==> src/rtl/sap_pkg.sv <==
// rtl/sap_pkg.sv - shared opcodes, T-state encoding and control-word layout for the SAP-1 sequencer
package sap_pkg;

   localparam logic [3:0] OP_LDA = 4'b0000;
   localparam logic [3:0] OP_ADD = 4'b0001;
   localparam logic [3:0] OP_SUB = 4'b0010;
   localparam logic [3:0] OP_OUT = 4'b1110;
   localparam logic [3:0] OP_HLT = 4'b1111;

   typedef enum logic [2:0] {
      S_IDLE = 3'd0,
      S_T1   = 3'd1,
      S_T2   = 3'd2,
      S_T3   = 3'd3,
      S_T4   = 3'd4,
      S_T5   = 3'd5,
      S_T6   = 3'd6,
      S_HALT = 3'd7
   } t_state_e;

   localparam int CW_W  = 12;
   localparam int CW_CP = 11;
   localparam int CW_EP = 10;
   localparam int CW_LM = 9;
   localparam int CW_CE = 8;
   localparam int CW_LI = 7;
   localparam int CW_EI = 6;
   localparam int CW_LA = 5;
   localparam int CW_EA = 4;
   localparam int CW_SU = 3;
   localparam int CW_EU = 2;
   localparam int CW_LB = 1;
   localparam int CW_LO = 0;

   typedef logic [CW_W-1:0] ctrl_word_t;

endpackage

==> src/rtl/sap_step_sync.sv <==
// rtl/sap_step_sync.sv - two-flop synchroniser and rising-edge pulse for the step button
module sap_step_sync (
   input  logic clock,
   input  logic reset,
   input  logic i_step,
   output logic o_step_pulse
);

   logic r_sync0;
   logic r_sync1;
   logic r_prev;

   always_ff @(posedge clock) begin
      if (reset) begin
         r_sync0 <= 1'b0;
         r_sync1 <= 1'b0;
         r_prev  <= 1'b0;
      end else begin
         r_sync0 <= i_step;
         r_sync1 <= r_sync0;
         r_prev  <= r_sync1;
      end
   end

   assign o_step_pulse = r_sync1 & ~r_prev;

endmodule

==> src/rtl/sap_microsequencer.sv <==
// rtl/sap_microsequencer.sv - SAP-1 ring-counter control sequencer with step mode and latched halt
module sap_microsequencer
   import sap_pkg::*;
#(
   parameter int FAST_RETIRE = 0,
   parameter int STEP_EN     = 1
) (
   input  logic       clock,
   input  logic       reset,
   input  logic       run,
   input  logic       step_mode,
   input  logic       step,
   input  logic [3:0] instruction,
   output logic       cp,
   output logic       ep,
   output logic       lm,
   output logic       ce,
   output logic       li,
   output logic       ei,
   output logic       la,
   output logic       ea,
   output logic       su,
   output logic       eu,
   output logic       lb,
   output logic       lo,
   output logic       hlt,
   output logic [2:0] t_state,
   output logic [7:0] instr_retired
);

   t_state_e   r_state;
   t_state_e   w_next;
   ctrl_word_t r_ctrl;
   ctrl_word_t w_ctrl;
   logic       r_hlt;
   logic       w_hlt;
   logic [7:0] r_retired;
   logic       w_step_pulse;
   logic       w_adv;
   logic       w_last;
   logic       w_retire;

   generate
      if (STEP_EN != 0) begin : g_step
         sap_step_sync u_step_sync (
            .clock        (clock),
            .reset        (reset),
            .i_step       (step),
            .o_step_pulse (w_step_pulse)
         );
      end else begin : g_no_step
         assign w_step_pulse = 1'b0;
      end
   endgenerate

   assign w_adv = (STEP_EN == 0) || !step_mode || w_step_pulse;

   // Final execute state of the current opcode; T6 always ends an instruction.
   always_comb begin
      w_last = (r_state == S_T6);
      if (FAST_RETIRE != 0) begin
         case (instruction)
            OP_LDA:         w_last = w_last || (r_state == S_T5);
            OP_ADD, OP_SUB: w_last = w_last;
            default:        w_last = w_last || (r_state == S_T4);
         endcase
      end
   end

   always_comb begin
      w_next   = r_state;
      w_retire = 1'b0;
      if (w_adv) begin
         case (r_state)
            S_IDLE: if (run) w_next = S_T1;
            S_T1:   w_next = S_T2;
            S_T2:   w_next = S_T3;
            S_T3:   w_next = S_T4;
            S_T4, S_T5, S_T6: begin
               if (r_state == S_T4 && instruction == OP_HLT) begin
                  w_next = S_HALT;
               end else if (w_last) begin
                  w_next   = run ? S_T1 : S_IDLE;
                  w_retire = 1'b1;
               end else begin
                  w_next = (r_state == S_T4) ? S_T5 : S_T6;
               end
            end
            S_HALT: w_next = S_HALT;
            default: w_next = S_IDLE;
         endcase
      end
   end

   // Decoding from the next state lets the registered word line up with t_state.
   always_comb begin
      w_ctrl = '0;
      w_hlt  = 1'b0;
      case (w_next)
         S_T1: begin
            w_ctrl[CW_EP] = 1'b1;
            w_ctrl[CW_LM] = 1'b1;
         end
         S_T2: w_ctrl[CW_CP] = 1'b1;
         S_T3: begin
            w_ctrl[CW_CE] = 1'b1;
            w_ctrl[CW_LI] = 1'b1;
         end
         S_T4: begin
            case (instruction)
               OP_LDA, OP_ADD, OP_SUB: begin
                  w_ctrl[CW_EI] = 1'b1;
                  w_ctrl[CW_LM] = 1'b1;
               end
               OP_OUT: begin
                  w_ctrl[CW_EA] = 1'b1;
                  w_ctrl[CW_LO] = 1'b1;
               end
               OP_HLT:  w_hlt = 1'b1;
               default: w_ctrl = '0;
            endcase
         end
         S_T5: begin
            case (instruction)
               OP_LDA: begin
                  w_ctrl[CW_CE] = 1'b1;
                  w_ctrl[CW_LA] = 1'b1;
               end
               OP_ADD, OP_SUB: begin
                  w_ctrl[CW_CE] = 1'b1;
                  w_ctrl[CW_LB] = 1'b1;
               end
               default: w_ctrl = '0;
            endcase
         end
         S_T6: begin
            if (instruction == OP_ADD || instruction == OP_SUB) begin
               w_ctrl[CW_EU] = 1'b1;
               w_ctrl[CW_LA] = 1'b1;
               w_ctrl[CW_SU] = (instruction == OP_SUB);
            end
         end
         S_HALT: w_hlt = 1'b1;
         default: w_ctrl = '0;
      endcase
   end

   always_ff @(posedge clock) begin
      if (reset) begin
         r_state   <= S_IDLE;
         r_ctrl    <= '0;
         r_hlt     <= 1'b0;
         r_retired <= 8'd0;
      end else begin
         r_state <= w_next;
         r_ctrl  <= w_ctrl;
         r_hlt   <= w_hlt;
         if (w_retire) r_retired <= r_retired + 8'd1;
      end
   end

   a_bus_onehot: assert property (@(posedge clock) disable iff (reset)
      $onehot0({r_ctrl[CW_EP], r_ctrl[CW_CE], r_ctrl[CW_EI], r_ctrl[CW_EA], r_ctrl[CW_EU]}));

   assign cp            = r_ctrl[CW_CP];
   assign ep            = r_ctrl[CW_EP];
   assign lm            = r_ctrl[CW_LM];
   assign ce            = r_ctrl[CW_CE];
   assign li            = r_ctrl[CW_LI];
   assign ei            = r_ctrl[CW_EI];
   assign la            = r_ctrl[CW_LA];
   assign ea            = r_ctrl[CW_EA];
   assign su            = r_ctrl[CW_SU];
   assign eu            = r_ctrl[CW_EU];
   assign lb            = r_ctrl[CW_LB];
   assign lo            = r_ctrl[CW_LO];
   assign hlt           = r_hlt;
   assign t_state       = r_state;
   assign instr_retired = r_retired;

endmodule

==> config.mk <==
export PLATFORM = sky130hd
export DESIGN_NAME = sap_microsequencer
export DESIGN_NICKNAME = d
export VERILOG_FILES = /design/src/rtl/sap_pkg.sv /design/src/rtl/sap_step_sync.sv /design/src/rtl/sap_microsequencer.sv
export SDC_FILE = /design/constraint.sdc
export NUM_CORES = 1
export LEC_CHECK = 0
export BUFFER_PORTS_ARGS = -buffer_cell sky130_fd_sc_hd__buf_2
export CORE_MARGIN = 2
export CORE_UTILIZATION = 53
export CTS_CLUSTER_SIZE = 30
export DETAILED_ROUTE_END_ITERATION = 7
export GPL_ROUTABILITY_DRIVEN = 0
export PLACE_DENSITY = 0.82
export SLEW_MARGIN = 40
export SYNTH_ARGS = -nofsm -noshare
export SYNTH_HDL_FRONTEND = slang
export SYNTH_HIERARCHICAL = 1
export SYNTH_SLANG_ARGS = --single-unit
==> constraint.sdc <==
create_clock -name clock -period 2.6 [get_ports clock]
set_clock_uncertainty 0.1 [all_clocks]
set_input_delay 0.26 -clock clock [delete_from_list [all_inputs] [get_ports clock]]
set_output_delay 0.26 -clock clock [all_outputs]
set_load 0.03 [all_outputs]
==> metrics.md, run 1 <==
| Metric | Value |
|---|---|
| Tmin final | between 1.5 and 2 ns |
| Gates resized, CTS repair | 0 |
| Avg Cell Area, Syn | between 9 and 10 um^2 |
| GR Overflow Total | 0 |
| Post-CTS Hold Fix Bufs | 0 |
| Diodes inserted | 0 |
| Worst r2r dst | r_ctrl[4]$_SDFF_PP0_ |
| Cell Pwr Density | 519 nW/um^2 |
| Worst setup path category | reg -> reg |
| Worst-Skew Late Latency | 0.31 ns |
| Final HPWL DP | 1540 um |
| Initial antenna violation count | 0 |
| WHS | approximately 0.070 ns |
| Status | completed |
| First-pass GRT wire length | 3270 um |
| Final count of pins violating max slew | 0 |
| DIE WIDTH | 49.3 um |
| Crit-path max FO | 10 |
| Filler cell count | 167 |
| Setup crit start kind | register |
| Endpoint class of the critical path | register |
| Hold EP | g_step.u_step_sync/r_sync0$_SDFF_PP0_ |
| Starting Density | 0.560 |
| Post-CTS setup repair buffer count | 0 |
| Reg clk slew, reported paths | 0.12 ns |
| Peak supply drop | 0.367 mV |
| Hold path start | step |
| Core area | ~2000 um^2 |
| CTS Root Cell | clkbuf_4 |
| Bufs on Longest Clock Path | 2 |
| Vias per Instance | 5.30 |
| Arr. time, crit path | 2.08 ns |
| Max-Cap Viols | 0 |
| Largest net degree at the start of global routing | 19 |
| Drt initial violations | 26 |
| Final worst-path cycle share | 0.755 |
| Worst slew margin | 0.518 |
| Routed Antenna Nets | 0 |
| Die ar. | 2430 um^2 |
| Nets@finish | 156 |
| Vert. Die Dim | 49.3 um |
| RSZ-0062 raised after global routing | no |
| Final hold violation count | 0 |
| PortBufs | 32 |
| Reg2Reg Depth | 6 |
| Worst min path class | in -> reg |
| Syn nets | roughly 120 |
| Final WL | 1990 um |
| Register area share after synthesis | 0.497 |
| Synth unique cells | 34 |
| Num CTS Buffers | 3 |
| Highest clock rate | ~500 MHz |
| Syn. warnings | 6 |
| Synthesized flop and latch total | 27 |
| Post-synthesis cell count | 111 |
| Final TNS setup | 0 ns |
| Total Routing Usage GR | 0.172 |
| Hold Path Depth | 2 |
| # IOs | 33 |
| Share of cells above drive strength 1 | 0.297 |
| Final setup vio count | 0 |
| Worst-margin pin slew | just over 0.7 ns |
| H-Tree Depth | 1 |
| Drt drc | 0 |
| Required time worst endpoint | 2.72 ns |
| Via count | 911 |
| Routed wire per std cell | 11.6 um |
| Vias in the first global route | ~800 |
| P_leak | 0.584 nW |
| Internal reg-to-reg setup slack | 0.64 ns |
| Row count | 16 |
| Sink Count | 27 |
| Crit Reg-Reg Startpoint | g_step.u_step_sync/r_sync1$_SDFF_PP0_ |
| DR pass1 iterations | 4 |
| CTS tree | yes |
| Area Overhead vs Synth | 19.4% |
| Mapped Area | roughly 1100 um^2 |
-- sequential cells by signal, summed over array words and instances, names as in the netlist --
name,flops
hlt,1
r_ctrl,12
g_step.u_step_sync/r_sync1,1
g_step.u_step_sync/r_sync0,1
g_step.u_step_sync/r_prev,1
instr_retired,8
t_state,3
-- routing by layer --
layer,up-vias,wire length [um],GRT usage
met4,0,10,0.0810
met1,421,908,0.224
met2,33,950,0.268
met3,2,126,0.0368
met5,-,0,0
li1,455,-,-
-- report_power, final --
part	switching [mW]	internal, mW	total (mW)
Combinational	0.0518	0.0278	0.0796
Sequential	0.00764	0.422	0.429
Clock	0.105	0.0599	0.165
Total	0.165	0.509	0.674
-- stage by stage --
stage	util	instances	setup WS, ns	power [mW]	cell area [um^2]
2_1_floorplan	-	111	0.719	0.493	1090
3_3_place_gp	0.655	168	0.722	0.515	1270
3_5_place_dp	0.655	168	0.648	0.518	1270
4_1_cts	0.669	172	0.624	0.681	1300
5_1_grt	0.669	172	0.461	0.705	1300
6_report	0.669	172	0.638	0.674	1300
-- cells in the final DEF (no fill, tap or decap), types with 2 or more instances in the layout --
master    Yosys  layout
nand3_1       5       5
o31ai_1       2       2
dfxtp_1      27      27
nor2b_1       3       3
nor4_1        4       4
nand2b_1      3       3
inv_1         2       2
nor3_1        5       5
mux2i_1       2       2
a21oi_1       2       2
nor2_1       13      13
nand4_1       3       3
xnor2_1       2       2
o21ai_0       3       3
clkbuf_4      0       3
buf_2         1      32
xor2_1        6       6
nand2_1      10      10
nor4b_2       2       2
-- synth_stat cells --
master / n / share of area
dfxtp_1: 27 / 0.50
nor2_1: 13 / 0.045
nand2_1: 10 / 0.035
xor2_1: 6 / 0.048
nand3_1: 5 / 0.023
nor3_1: 5 / 0.023
nor4_1: 4 / 0.023
nand2b_1: 3 / 0.017
nand4_1: 3 / 0.017
nor2b_1: 3 / 0.017
o21ai_0: 3 / 0.014
a21oi_1: 2 / 0.0092
inv_1: 2 / 0.0069
mux2i_1: 2 / 0.018
nor4b_2: 2 / 0.028
o31ai_1: 2 / 0.014
xnor2_1: 2 / 0.016
a21bo_1: 1 / 0.0092
a21boi_0: 1 / 0.0069
a221oi_4: 1 / 0.024
a41o_1: 1 / 0.0092
and2_1: 1 / 0.0058
and2b_2: 1 / 0.0081
and3_1: 1 / 0.0058
and3b_1: 1 / 0.0081
buf_2: 1 / 0.0046
clkbuf_1: 1 / 0.0034
ha_1: 1 / 0.012
nor2b_2: 1 / 0.0081
nor3_2: 1 / 0.0092
o31a_4: 1 / 0.016
or2_1: 1 / 0.0058
or2_2: 1 / 0.0058
or4_1: 1 / 0.0069
-- final cells by class --
class / count / area, um^2 / area share
Inverter: 2 / 7.51 / 0.00578
Sequential cell: 27 / 541 / 0.416
Tap cell: 27 / 33.8 / 0.0260
Multi-Input combinational cell: 80 / 531 / 0.408
Timing Repair Buffer: 32 / 160 / 0.123
Clock buffer: 4 / 26.3 / 0.0202
-- cells by family (layout without fill, tap and decap cells) --
logic type                 after synthesis  count (layout)  share of synthesized area
muxes                                    2               2                     0.0184
adders and majority gates                1               1                     0.0115
and+or+nand+nor                         57              57                      0.291
xor gates and xnor gates                 8               8                     0.0644
buffers and inverters                    4              38                     0.0150
DFF                                     27              27                      0.497
AOI/OAI and AO/OA                       12              12                      0.102
-- worst max-delay path by stage --
stage / from / to / slack, ns / depth (start not counted)
6_report: g_step.u_step_sync/r_sync1$_SDFF_PP0_ / r_ctrl[4]$_SDFF_PP0_ / 0.64 / 6
5_1_grt: g_step.u_step_sync/r_sync1$_SDFF_PP0_ / r_ctrl[0]$_SDFF_PP0_ / 0.46 / 6
4_1_cts: t_state[1]$_SDFF_PP0_ / r_ctrl[5]$_SDFF_PP0_ / 0.62 / 5
3_5_place_dp: t_state[1]$_SDFF_PP0_ / r_ctrl[5]$_SDFF_PP0_ / 0.65 / 5
3_3_place_gp: g_step.u_step_sync/r_sync1$_SDFF_PP0_ / r_ctrl[5]$_SDFF_PP0_ / 0.72 / 5
2_1_floorplan: t_state[0]$_SDFF_PP0_ / hlt$_SDFF_PP0_ / 0.72 / 5
-- worst max-delay path: stages, from the launching register on --
cell	delay, ns
dfxtp_1	0.33
nor2b_2	0.14
and2b_2	0.28
o21ai_0	0.15
a221oi_4	0.49
nand2_1	0.18
nor4_1	0.20
(Power assumes the default switching activity.)
==> run 2: changes to the inputs <==
--- a/config.mk
+++ b/config.mk
@@ -7,11 +7,11 @@
 export LEC_CHECK = 0
 export BUFFER_PORTS_ARGS = -buffer_cell sky130_fd_sc_hd__buf_2
 export CORE_MARGIN = 2
-export CORE_UTILIZATION = 53
+export CORE_UTILIZATION = 44
 export CTS_CLUSTER_SIZE = 30
 export DETAILED_ROUTE_END_ITERATION = 7
 export GPL_ROUTABILITY_DRIVEN = 0
-export PLACE_DENSITY = 0.82
+export PLACE_DENSITY = 0.73
 export SLEW_MARGIN = 40
 export SYNTH_ARGS = -nofsm -noshare
 export SYNTH_HDL_FRONTEND = slang
==> constraint.sdc (replaced) <==
create_clock -name clock -period 1.6 [get_ports clock]
set_clock_uncertainty 0.1 [all_clocks]
set_input_delay 0.16 -clock clock [delete_from_list [all_inputs] [get_ports clock]]
set_output_delay 0.16 -clock clock [all_outputs]
set_load 0.03 [all_outputs]
==> metrics.md, run 2 (synthesis results as in run 1) <==
| Metric | Value |
|---|---|
| P_leak | 0.757 nW |
| Worst Slack Setup Final | -0.243 ns |
| Hold EP | r_ctrl[3]$_SDFF_PP0_ |
| Core area | between 2000 and 2500 um^2 |
| Vert. Die Dim | 53.7 um |
| Bufs on Longest Clock Path | 2 |
| Worst setup path category | reg -> reg |
| CTS tree | yes |
| Hold path start | instruction[3] |
| Setup crit start kind | register |
| Highest clock rate | 543 MHz |
| Reg with most FFs | r_ctrl |
| Total Routing Usage GR | 0.199 |
| Final core utilization | 0.692 |
| PortBufs | 32 |
| Endpoint class of the critical path | register |
| DR pass1 iterations | 6 |
| Final setup vio count | 22 |
| Tmin final | 1.84 ns |
| Final HPWL DP | 1890 um |
| Sw power | 0.338 mW |
| Area Overhead vs Synth | 53.4% |
| Drt drc | 0 |
| Arr. time, crit path | 2.01 ns |
| First-pass GRT wire length | 4190 um |
| Largest net degree at the start of global routing | 15 |
| Commonest non-fill, non-tap cell in the layout | buf_2 |
| Final WL | 2990 um |
| Part of the power in registers | 0.566 |
| Worst-margin pin slew | about 0.47 ns |
| Int Pwr | 0.892 mW |
| Share of cells above drive strength 1 | 0.525 |
| Sink Count | 27 |
| Routed wire per std cell | 14.4 um |
| DIE WIDTH | ~54 um |
| Crit-path max FO | 6 |
| Most frequent cells in the layout | buf_2 (32), buf_4 (29), dfxtp_1 (23), nor2_1 (12), nand2_1 (8) |
| Final hold violation count | 0 |
| Drt initial violations | 21 |
| Starting Density | 0.451 |
| CTS Root Cell | clkbuf_4 |
| H-Tree Depth | 1 |
| Row count | 18 |
| Peak supply drop | 0.717 mV |
| Cell Pwr Density | 737 nW/um^2 |
| Hold Path Depth | 3 |
| Violated checks | setup timing |
| Place WS | -0.289 ns |
| RSZ-0062 raised after global routing | yes |
| Worst slew margin | 0.682 |
| Sw frac | 0.275 |
| Final count of pins violating max slew | 0 |
| Crit Reg-Reg Startpoint | g_step.u_step_sync/r_sync1$_SDFF_PP0_ |
| Max-Cap Viols | 0 |
| Worst-Skew Late Latency | ~0.33 ns |
| Reg2Reg Depth | 8 |
| Diodes inserted | 0 |
| Reg clk slew, reported paths | 0.13 ns |
| Die ar. | 2880 um^2 |
| Worst min path class | in -> reg |
| Final instance area | 1670 um^2 |
| Required time worst endpoint | ~1.8 ns |
| Final worst-path cycle share | 1.15 |
| Nets@finish | 188 |
| Gate power share | 0.197 |
| Vias per Instance | slightly above 5 |
| # IOs | 33 |
| Routed Antenna Nets | 0 |
| Vias in the first global route | 979 |
| Via count | between 1,000 and 1,500 |
| Status | complete, but fails checks |
| Worst r2r dst | r_ctrl[1]$_SDFF_PP0_ |
| Internal reg-to-reg setup slack | -0.24 ns |
| Number of flip-flops in the largest register | 12 |
| Num CTS Buffers | 3 |
| DP Area | roughly 1500 um^2 |
| Initial antenna violation count | 0 |
| GR Overflow Total | 0 |
| Clock share of power | 0.237 |
## run 2: cell types whose count changed in the layout (fill, tap and decap cells not counted), sizes merged
cell and delta:
dlygate4sd3 +2, a221oi +1, buf +29
## run 2: routing by layer
| metal | share of wire | up-vias | track usage |
|---|---|---|---|
| met2 | 0.54 | 35 | 0.368 |
| met5 | 0 | - | 0 |
| met3 | 0.047 | 7 | 0.0250 |
| li1 | - | 523 | - |
| met4 | 0.015 | 0 | 0.0983 |
| met1 | 0.40 | 499 | 0.221 |
## run 2: how the worst max path moves through the flow
stage                                          startpoint                    to  slack (ns)  depth (start not counted)
floorplan           g_step.u_step_sync/r_sync1$_SDFF_PP0_  r_ctrl[5]$_SDFF_PP0_       -0.14                          6
global placement    g_step.u_step_sync/r_sync1$_SDFF_PP0_  r_ctrl[5]$_SDFF_PP0_       -0.19                          6
detailed placement  g_step.u_step_sync/r_sync1$_SDFF_PP0_  r_ctrl[0]$_SDFF_PP0_       -0.29                          6
CTS                 g_step.u_step_sync/r_sync1$_SDFF_PP0_  r_ctrl[3]$_SDFF_PP0_       -0.24                          6
global route        g_step.u_step_sync/r_sync1$_SDFF_PP0_  r_ctrl[3]$_SDFF_PP0_       -0.33                          6
finish              g_step.u_step_sync/r_sync1$_SDFF_PP0_  r_ctrl[1]$_SDFF_PP0_       -0.24                          8
## run 2: stage by stage
step	total power [mW]	TNS [ns]	std cells	hold WS (ns)
detailed placement	0.886	-3.30	192	0.286
CTS	1.19	-2.15	204	0.0168
global placement	0.881	-2.18	192	0.275
finish	1.23	-2.78	207	0.0110
global route	1.27	-4.49	207	0.0199
floorplan	0.808	-1.23	111	0.131
## run 2: layout make-up
| class | instances | area (um^2) |
|---|---|---|
| clock buffers | 4 | 26.3 |
| fillers | 178 | 742 |
| inverters | 2 | 7.51 |
| multi-input cells | 81 | 653 |
| flip-flops and latches | 27 | 546 |
| well taps | 30 | 37.5 |
| repair buffers | 63 | 398 |
## run 2: critical path, stage by stage (launching register included)
cell,delay [ns]
dfxtp_2,0.35
nor2b_4,0.12
and2b_4,0.22
buf_4,0.14
o31ai_2,0.31
buf_4,0.19
buf_4,0.14
nand2_4,0.06
nor3_2,0.15
## run 2: power groups by stage
| stage | logic [mW] | registers [mW] | clock network, mW |
|---|---|---|---|
| floorplan | 0.0781 | 0.730 | 0 |
| global placement | 0.172 | 0.708 | 0 |
| detailed placement | 0.178 | 0.709 | 0 |
| CTS | 0.205 | 0.695 | 0.294 |
| global route | 0.256 | 0.698 | 0.320 |
| finish | 0.242 | 0.696 | 0.292 |
## run 2: repair_timing
item                                    CTS  global route
cloned                                    1             0
endpoints found under the setup margin   22            23
pin swaps                                 6             6
hold buffers                              2             0
setup buffers                             5             3
hold endpoints to repair                  2             0
gates resized for setup                  14             9
==> run 3: changes to the inputs <==
--- a/config.mk
+++ b/config.mk
@@ -6,6 +6,7 @@
 export NUM_CORES = 1
 export LEC_CHECK = 0
 export BUFFER_PORTS_ARGS = -buffer_cell sky130_fd_sc_hd__buf_2
+export CAP_MARGIN = 15
 export CORE_MARGIN = 2
 export CORE_UTILIZATION = 44
 export CTS_CLUSTER_SIZE = 30
@@ -17,3 +18,4 @@
 export SYNTH_HDL_FRONTEND = slang
 export SYNTH_HIERARCHICAL = 1
 export SYNTH_SLANG_ARGS = --single-unit
+export TNS_END_PERCENT = 50
==> metrics.md, run 3 (synthesis results as in run 1) <==
| Metric | Value |
|---|---|
| Die ar. | 2880 um^2 |
| Core area | 2410 um^2 |
| Worst slew margin | 0.681 |
| Peak supply drop | 0.720 mV |
| Sw frac | 0.275 |
| Final count of pins violating max slew | 0 |
| Number of flip-flops in the largest register | 12 |
| Crit-path max FO | 6 |
| Post-route insts no fill | a little over 200 |
| Drt initial violations | 16 |
| Max-Cap Viols | 0 |
| RSZ-0062 raised after global routing | yes |
| DP Area | about 1500 um^2 |
| Cell breakdown of the critical path | nor2b_4 -> and2b_4 -> buf_4 -> o31ai_2 -> buf_4 -> buf_4 -> nand2_4 -> nor3_2 |
| Most frequent cells in the layout | buf_2 (32), buf_4 (28), dfxtp_1 (23), nor2_1 (12), nand2_1 (8) |
| CP peak stage delay | 0.35 ns |
| Bufs on Longest Clock Path | 2 |
| Dpl cells | between 150 and 200 |
| Endpoint class of the critical path | register |
| Cell Pwr Density | 741 nW/um^2 |
| GRT met3 Usage | 0.0250 |
| Final HPWL DP | 1890 um |
| Final WL | 2960 um |
| Initial antenna violation count | 0 |
| Worst Slack Setup Final | -0.256 ns |
| Reg2Reg Depth | 8 |
| Arr. time, crit path | ~2.0 ns |
| GR Overflow Total | 0 |
| Final worst-path cycle share | 1.16 |
| Int Pwr | 0.892 mW |
| H-Tree Depth | 1 |
| Worst min path class | in -> reg |
| Via count | 1,064 |
| CP dominant cell by count | buf_4 |
| Gate power share | 0.197 |
| Drt drc | 0 |
| Filler cell count | 180 |
| P_leak | 0.752 nW |
| Starting Density | 0.451 |
| Nets@finish | 187 |
| Row count | 18 |
| Final core utilization | 0.689 |
| GR Util met1 | 0.221 |
| Area Overhead vs Synth | 52.7% |
| Final instance area | 1660 um^2 |
| Num CTS Buffers | 3 |
| Largest net degree at the start of global routing | 15 |
| First-pass GRT wire length | 4190 um |
| Worst-Skew Late Latency | 0.33 ns |
| Worst setup path category | reg -> reg |
| Global routing's busiest layer | met2 |
| Vias per Instance | 5.17 |
| Slowest CP cell | dfxtp_2 |
| Total Routing Usage GR | 0.199 |
| Place WS | -0.289 ns |
| Required time worst endpoint | approximately 1.8 ns |
| Diodes inserted | 0 |
| Clock share of power | 0.238 |
| Sw power | 0.339 mW |
| Final TNS setup | -2.80 ns |
| WHS | between 0.009 and 0.01 ns |
| Met2 Track Usage GR | 0.368 |
| DIE WIDTH | 53.7 um |
| CTS Root Cell | clkbuf_4 |
| Final setup vio count | 19 |
| Reg with most FFs | r_ctrl |
| Vert. Die Dim | 53.7 um |
| Worst-margin pin slew | 0.475 ns |
| Vias in the first global route | 979 |
| Commonest non-fill, non-tap cell in the layout | buf_2 |
| Routed Antenna Nets | 0 |
| Reg clk slew, reported paths | 0.14 ns |
| Routed wire per std cell | 14.4 um |
| Tmin final | 1.86 ns |
| Final Power | 1.23 mW |
| Violated checks | setup timing |
| # IOs | 33 |
| PortBufs | 32 |
| Sink Count | 27 |
| Hold Path Depth | 3 |
| Part of the power in registers | 0.565 |
| Highest clock rate | 539 MHz |
| DR pass1 iterations | 6 |
| CTS tree | yes |
| Final hold violation count | 0 |
| Status | complete, but fails checks |
| Share of cells above drive strength 1 | 0.523 |
| Setup crit start kind | register |
## run 3: changes by cell type in the layout (fill, tap and decap cells not counted), sizes merged
cell | before | now
buf | 61 | 60
## run 3: area by class of cell
class | count | area (um^2) | share of cell area
clock buffers | 4 | 26.3 | 0.0158
repair buffers | 62 | 390 | 0.235
multi-input cells | 81 | 653 | 0.393
flip-flops and latches | 27 | 546 | 0.329
inverters | 2 | 7.51 | 0.00452
well taps | 30 | 37.5 | 0.0226
## run 3: what timing repair did
action,CTS,global route
endpoints found under the hold margin,2,0
pin swaps,5,5
resized for setup,14,9
setup buffers,4,3
gates cloned,1,0
hold buffers,2,0
setup endpoints to repair,22,22
## run 3: power groups by stage
stage               combinational [mW]  clock (mW)  sequential [mW]
CTS                              0.205       0.294            0.695
floorplan                       0.0781           0            0.730
global route                     0.255       0.320            0.698
global placement                 0.172           0            0.708
finish                           0.242       0.293            0.696
detailed placement               0.178           0            0.709
## run 3: final timing paths
kind | slack [ns] | from | end
setup / recovery | -0.26 | g_step.u_step_sync/r_sync1$_SDFF_PP0_ | r_ctrl[1]$_SDFF_PP0_
hold reg to reg | 0.36 | g_step.u_step_sync/r_sync0$_SDFF_PP0_ | g_step.u_step_sync/r_sync1$_SDFF_PP0_
setup reg to reg | -0.26 | g_step.u_step_sync/r_sync1$_SDFF_PP0_ | r_ctrl[1]$_SDFF_PP0_
hold / removal | 0.01 | instruction[3] | r_ctrl[3]$_SDFF_PP0_
## run 3: worst max-delay path: cells and delay by family, from the launching register on
family / cells / cell delay (ns)
AOI/OAI and AO/OA: 1 / 0.31
buffers and inverters: 3 / 0.47
DFF: 1 / 0.35
and+or+nand+nor: 4 / 0.57
## run 3: layer usage
layer	up-vias	part of all wire
met2	38	0.54
met3	5	0.048
met5	-	0
li1	520	-
met4	0	0.011
met1	501	0.40
